[src/rtl/inst_fetch.sv]
// Instruction fetch stage: issues one word-aligned request at a time to
// instruction memory, holds the returned word for decode until it is
// accepted, and redirects on branch_taken. Words returned for a request
// that was overtaken by a branch (or by reset) are never presented.
module inst_fetch #(
  parameter logic [31:0] RESET_PC = 32'h0000_0000
) (
  input  logic        clk,
  input  logic        rst,
  output logic        mem_req,
  output logic [31:0] mem_addr,
  input  logic        mem_ack,
  input  logic [31:0] mem_rdata,
  input  logic        branch_taken,
  input  logic [31:0] branch_target,
  output logic        inst_valid,
  input  logic        inst_ready,
  output logic [31:0] instruction,
  output logic [31:0] pc
);

  typedef enum logic [1:0] {
    FETCH = 2'd0,  // request outstanding, its data will be kept
    FLUSH = 2'd1,  // request outstanding, its data will be thrown away
    HOLD  = 2'd2   // word held for decode, no request outstanding
  } state_t;

  localparam logic [31:0] START_PC = RESET_PC & ~32'd3;
  localparam logic [31:0] NOP_INSN = 32'h0000_0013;

  state_t      state_q;
  // Address of the next instruction to be kept (the redirect target once
  // a branch has been seen).
  logic [31:0] fetch_pc_q;
  // Address of the request currently on the bus. Separate from fetch_pc_q
  // because a FLUSH must keep the old address stable until it is acked.
  logic [31:0] addr_q;
  logic        valid_q;
  logic [31:0] instr_q;
  logic [31:0] pc_q;

  logic [31:0] target_d;
  logic [31:0] seq_pc_d;
  logic [31:0] flush_pc_d;

  // Aligned redirect target, sequential successor, and latest-wins target.
  always_comb begin
    target_d   = branch_target & ~32'd3;
    seq_pc_d   = pc_q + 32'd4;
    flush_pc_d = branch_taken ? target_d : fetch_pc_q;
  end

  // Request is suppressed combinationally while reset is held so nothing
  // is issued during the reset cycle regardless of the previous state.
  assign mem_req     = ~rst & (state_q != HOLD);
  assign mem_addr    = addr_q;
  assign inst_valid  = valid_q;
  assign instruction = instr_q;
  assign pc          = pc_q;

  // Fetch control FSM with registered address and output words.
  always_ff @(posedge clk) begin
    if (rst) begin
      state_q    <= FETCH;
      fetch_pc_q <= START_PC;
      addr_q     <= START_PC;
      valid_q    <= 1'b0;
      instr_q    <= NOP_INSN;
      pc_q       <= 32'h0000_0000;
    end else begin
      case (state_q)
        FETCH: begin
          if (mem_ack) begin
            if (branch_taken) begin
              // Returned word is stale; reissue at the target next cycle.
              fetch_pc_q <= target_d;
              addr_q     <= target_d;
            end else begin
              instr_q <= mem_rdata;
              pc_q    <= addr_q;
              valid_q <= 1'b1;
              state_q <= HOLD;
            end
          end else if (branch_taken) begin
            // Request cannot be withdrawn; wait for it and drop its data.
            fetch_pc_q <= target_d;
            state_q    <= FLUSH;
          end
        end
        FLUSH: begin
          fetch_pc_q <= flush_pc_d;
          if (mem_ack) begin
            addr_q  <= flush_pc_d;
            state_q <= FETCH;
          end
        end
        HOLD: begin
          if (branch_taken) begin
            valid_q    <= 1'b0;
            fetch_pc_q <= target_d;
            addr_q     <= target_d;
            state_q    <= FETCH;
          end else if (inst_ready) begin
            valid_q    <= 1'b0;
            fetch_pc_q <= seq_pc_d;
            addr_q     <= seq_pc_d;
            state_q    <= FETCH;
          end
        end
        default: begin
          valid_q <= 1'b0;
          state_q <= FETCH;
        end
      endcase
    end
  end

endmodule

[config.mk]
export PLATFORM = sky130hd
export DESIGN_NAME = inst_fetch
export DESIGN_NICKNAME = d
export VERILOG_FILES = /design/src/rtl/inst_fetch.sv
export SDC_FILE = /design/constraint.sdc
export NUM_CORES = 1
export LEC_CHECK = 0
export BUFFER_PORTS_ARGS = -buffer_cell sky130_fd_sc_hd__buf_2
export CAP_MARGIN = 20
export CORE_MARGIN = 4
export CORE_UTILIZATION = 25
export CTS_BUF_LIST = sky130_fd_sc_hd__clkbuf_4
export CTS_CLUSTER_SIZE = 25
export DETAILED_ROUTE_END_ITERATION = 10
export HOLD_SLACK_MARGIN = 0.08
export PLACE_DENSITY_LB_ADDON = 0.25
export SLEW_MARGIN = 5
export SYNTH_ARGS = -nofsm -noshare
export SYNTH_HDL_FRONTEND = slang
export SYNTH_SLANG_ARGS = --single-unit
[constraint.sdc]
create_clock -name clk -period 2.78 [get_ports clk]
set_clock_uncertainty 0.15 [all_clocks]
set_input_delay 0.278 -clock clk [delete_from_list [all_inputs] [get_ports clk]]
set_output_delay 0.278 -clock clk [all_outputs]
set_load 0.02 [all_outputs]
**Word level (Yosys, flattened, before mapping)**

Index checks and enable logic that the tools add are counted.

- $add $sub $neg: 1
- Equality and inequality tests: 10
- Muxes and demuxes: 20
- Bitwise operators: 4
- Reduce and logical (&&, ||, !) cells: 9

Operator list:

| kind | count |
|---|---|
| 32-bit two-way mux | 6 |
| 32-bit case mux with 3 select lines | 1 |
| 32-bit case mux with 2 select lines | 1 |
| 32-bit by 3-bit adder with 32-bit output, second input constant | 1 |
| 2-bit two-way mux | 6 |
| 2-bit != test, second input constant | 5 |
| 3-bit != test, second input constant | 3 |
| 4-bit AND reduction | 2 |
| 2-bit case mux with 3 select lines | 1 |
| 5-bit AND reduction | 1 |
| 1-bit two-way mux | 4 |
| 1-bit inverter | 3 |
| 1-bit case mux with 3 select lines | 1 |
| 3-bit AND reduction | 1 |
| 3-bit nonzero test | 1 |
| 2-bit by 1-bit == test with 1-bit output, second input constant | 1 |
| 2-bit == test, second input constant | 1 |
| 2-bit zero test | 1 |
| 2-bit AND reduction | 1 |
| 2-bit nonzero test | 1 |
| 2-bit OR reduction | 1 |
| 1-bit AND | 1 |

- Flip-flop bits (word level): 131
- Output and inout port bits: 98
- Word-level logic and storage cells: 50

**Depth between registers and ports, before layout**

- Word-level depth: 4
- Depth in mapped cells: 9

**Worst setup path before layout**

No wires, ideal clock.

- Path type: reg2reg
- Start: register pc_q[2] (netlist: pc[2])
- End: register addr_q[26] (netlist: mem_addr[26])
- Arrival time: 1.893 ns
- Setup slack: 0.620 ns
- Cell stages (with the launch flop): 7
- Path buffers: 0
- Period minus slack after synthesis: 2.160 ns
- Cells stage by stage: dfxtp_1 ha_1 nand3_1 nor3_2 nand3_1 a311o_1 a22o_1

- Word-level cells in the longest chain between the ends: 4

Ends and longest elaborated chain:

| element | RTL line | text |
|---|---|---|
| start: declaration | 40 | `logic [31:0] pc_q;` |
| start signal: assignment | 80 | `pc_q <= addr_q;` |
| 32-bit by 3-bit adder with 32-bit output | 49 | `seq_pc_d = pc_q + 32'd4;` |
| 32-bit two-way mux | 103 | `end else if (inst_ready) begin` |
| 32-bit two-way mux | 98 | `if (branch_taken) begin` |
| 32-bit case mux with 3 select lines | 71 | `case (state_q)` |
| end signal: assignment | 77 | `addr_q <= target_d;` |
| end signal: assignment | 101 | `addr_q <= target_d;` |
| end signal: assignment | 106 | `addr_q <= seq_pc_d;` |
| end: declaration | 37 | `logic [31:0] addr_q;` |

No other way between the ends. The select of a mux whose other input is x is not followed.
A chain may end at the register's enable or synchronous reset.

**Worst setup path in the final report**

- Start: register state_q[0]
- End: register addr_q[11] (netlist: mem_addr[11])

- Word-level cells in the longest chain between the ends: 3
- Elaborated cells on any way between the ends: 10
- Those cells by class: eq/ne (6); mux (1); reduce/logical (3)

Ends and longest elaborated chain:

| element | RTL line | text |
|---|---|---|
| start: declaration | 31 | `state_t state_q;` |
| start signal: assignment | 64 | `state_q <= FETCH;` |
| start signal: assignment | 82 | `state_q <= HOLD;` |
| start signal: assignment | 87 | `state_q <= FLUSH;` |
| 2-bit == test (tied with other cells) | 71 |  |
| 3-bit != test (no source line) (tied with other cells) | n/a |  |
| 5-bit AND reduction (no source line) | n/a |  |
| end signal: assignment | 77 |  |
| end signal: assignment | 93 | `addr_q <= flush_pc_d;` |
| end signal: assignment | 101 |  |

Parallel ways exist; a longest one is shown, timed or not.

==> out/metrics.yaml <==
critical_path:
  worst-path-buf-inv: 1
  register_to_register_setup_slack_ps: 250
  critical_path.startpoint_type: "flop"
  crit_path_max_fanout: 8
  worst_path_dominant_cell_family: "simple AND/OR/NAND/NOR gates"
  crit_path_cell_trace: "inv_1, ha_1, nor2b_1, nand2b_1, nand2_1, or3_1, o32ai_1"
  crit_arrival_ps: 2830
  critical_path_required_ps: 3080
  setup.worst_path.class: "flop to flop"
  cpMaxStageDelayCell: "or3_1"
  critical-path-max-stage-delay_ps: 520
  critPathCaptureType: "flop"
final_layout:
  final_design_area_no_fill_um2: 8850
  multiInputGateArea_um2: 3590
  most-common-layout-cells: "163 x buf_2, 161 x nand2_1, 131 x dfxtp_1, 87 x a21oi_1, 79 x nor2_1"
  drive_gt1_share_pct: 25.1
  final-instance-count-excl-fill: 1401
  area.growth.synth_to_final_pct: 35.7
  nets: 1132
  final_core_util_pct: 34.9
  register_area_um2: 2620
  most_common_cell_after_layout_fill_and_taps_aside: "buf_2"
  n_fill_cell: 2736
drt:
  drc: 0
  totalWireLength_mm: 25.5
  route.detailed.wl_per_inst_um: 18.2
  first_iter_violations: 585
  dr.pass1.iters: 5
  routed_via_density: 5.05
  num_vias: 7070
  ant_nets: 0
cts:
  clock_tree.root_cell: "clkbuf_4"
  cts-resized-gates: 0
  clkSinkCount: 131
  clkLatencyLatePin_ps: 540
  cts_inserted_buffers: 17
  clock_path_buffers: 2
  cts-htree-levels: 4
  tritoncts: "yes"
  worst_setup_hold_path_clk_slew_ps: 120
timing:
  drv_slew: 0
  setup_violations: 0
  timing_worst_slew_pin_value_ps: 903
  period_minus_slack_ps: 2530
  slew_headroom_pct: 39.6
  timing_hold_violations_final: 0
  totalNegativeSetupSlack_ps: 0
  worst_hold_slack_after_final_layout_ps: 150
  fmaxAchievable_mhz: 396
  rsz0062_at_grt: "false"
  timing.final.crit_share_pct: 90.9
floorplanning:
  die_h_um: 170
  rows: 58
  die_area_um2: 28800
  initial_core_utilization_pct: 25.7
  boundaryPins: 167
  die_w_um: 170
  floorplan.core_area_um2: 25400
synthesis:
  synth_flop_cell: "dfxtp_1"
  synth_seq_cells: 131
  synthesis.area_um2: 6530
  synth_cells: 823
  synth_nets: 897
  synth_edf_count: 0
  synth_cell_types: 68
  avg_synthesized_cell_area_um2: 7.93
  ys_seq_area_share_pct: 40.2
  synthesis.yosys.warnings: 0
  async_flop_share_pct: 0
power_and_ir_drop:
  power_frac_comb_pct: 23.7
  irDropWorstVdd_uv: 308
  powerDensity_nw_per_um2: 526
  swShare_pct: 32.2
  share_clk_of_total_power_pct: 31.1
  intPower_mw: 3.16
  seq_power_share_pct: 45.2
  switchingPower_mw: 1.50
  total_leakage_power_nw: 3.60
place:
  post-place-cells: 1304
  globalplace.congestion: 0.837
  buffer_ports.inserted: 164
  detailed_place_hpwl_mm: 18.0
  postPlaceCellArea_um2: 7890
worst_hold_path:
  min-delay-path-class: "input port to flop"
grt:
  grt_pass1_vias: 6775
  largest_net_degree_at_the_start_of_global_routing: 59
  grt_first_pass_wirelength_mm: 39.1
  initial_antenna_violation_count: 2
  grt_usage_pct: 17.3
  grt_residual_overflow: 0
run_status:
  status: "finished clean"
job:
  timing.max_cap.violations: 0
[timing repair]
item / 4_1_cts / 5_1_grt
endpoints found under the hold margin: 96 / 0
buffers inserted: 0 / 0
hold buffers: 65 / 0
[registers in the layout, indices dropped and copies added (netlist names)]
register and cells:
fetch_pc_q 32, instruction 32, mem_addr 32, pc 32
state_q 2, inst_valid 1
[power groups by stage]
stage / combinational, mW / clock, mW / sequential, mW
final: 1.10 / 1.45 / 2.11
after global routing: 1.20 / 1.58 / 2.13
after CTS: 1.10 / 1.51 / 2.11
after detailed placement: 1.03 / 0 / 2.15
after global placement: 1.02 / 0 / 2.15
after floorplan: 0.509 / 0 / 2.24
[worst register-to-register path, stage by stage (launching register included)]
cell,delay (ps)
dfxtp_1,400
inv_1,80
ha_1,270
nor2b_1,170
nand2b_1,210
nand2_1,340
or3_1,520
o32ai_1,300
[routing by layer]
layer  GRT usage (%)  vias to the layer above  part of all wire (%)
met5               0                        -                     0
met4            4.66                        0                   1.7
met3            3.33                       27                   5.3
met2            27.7                      213                    46
met1            24.0                     3370                    47
li1                -                     3460                     -
[metrics by stage]
stage	total power, mW	setup slack [ps]
floorplan	2.75	620
global placement	3.17	325
detailed placement	3.18	293
CTS	4.72	249
global route	4.91	51.8
finish	4.66	253
[kinds of logic after synthesis]
kind of cell | after synthesis | synth area share (%)
AND/OR/NAND/NOR | 344 | 24.0
AO/OA/AOI/OAI | 233 | 24.3
flip-flops | 131 | 40.2
buffers and inverters | 71 | 4.83
XOR/XNOR | 20 | 2.68
multiplexers | 19 | 3.05
adder cells (fa/ha/maj) | 5 | 0.959
[final cells by class]
cell class	count	share of cell area (%)
clock buffer	19	1.61
tap	330	4.66
multi-input combinational	621	40.6
clock inverter	11	1.84
inverter	8	0.339
sequential	131	29.6
antenna	2	0.0565
timing repair buffer	279	21.3
[final timing paths]
check / startpoint / to / depth (start not counted)
hold / removal: branch_taken / fetch_pc_q[23] / 3
setup / recovery: state_q[0] / mem_addr[11] / 7
hold reg to reg: instruction[8] / instruction[8] / 2
setup reg to reg: state_q[0] / mem_addr[11] / 7
[synthesized netlist by cell type, drive strengths merged, types with 8 or more instances]
cell	n	area (um^2)
nand2	162	608
and3	11	68.8
o22ai	11	68.8
nand2b	8	50.1
a22oi	16	120
clkbuf	38	143
inv	8	30.0
xnor2	11	96.3
mux2i	12	120
xor2	9	78.8
a21oi	88	444
nand3	19	100
dfxtp	131	2620
o21ai	17	85.1
a311oi	11	96.3
nand4	11	68.8
a221oi	19	166
nor2	80	303
buf	25	143
a211oi	14	105
nor3	14	85.1
Note: power is estimated with default switching activity, not from simulation.
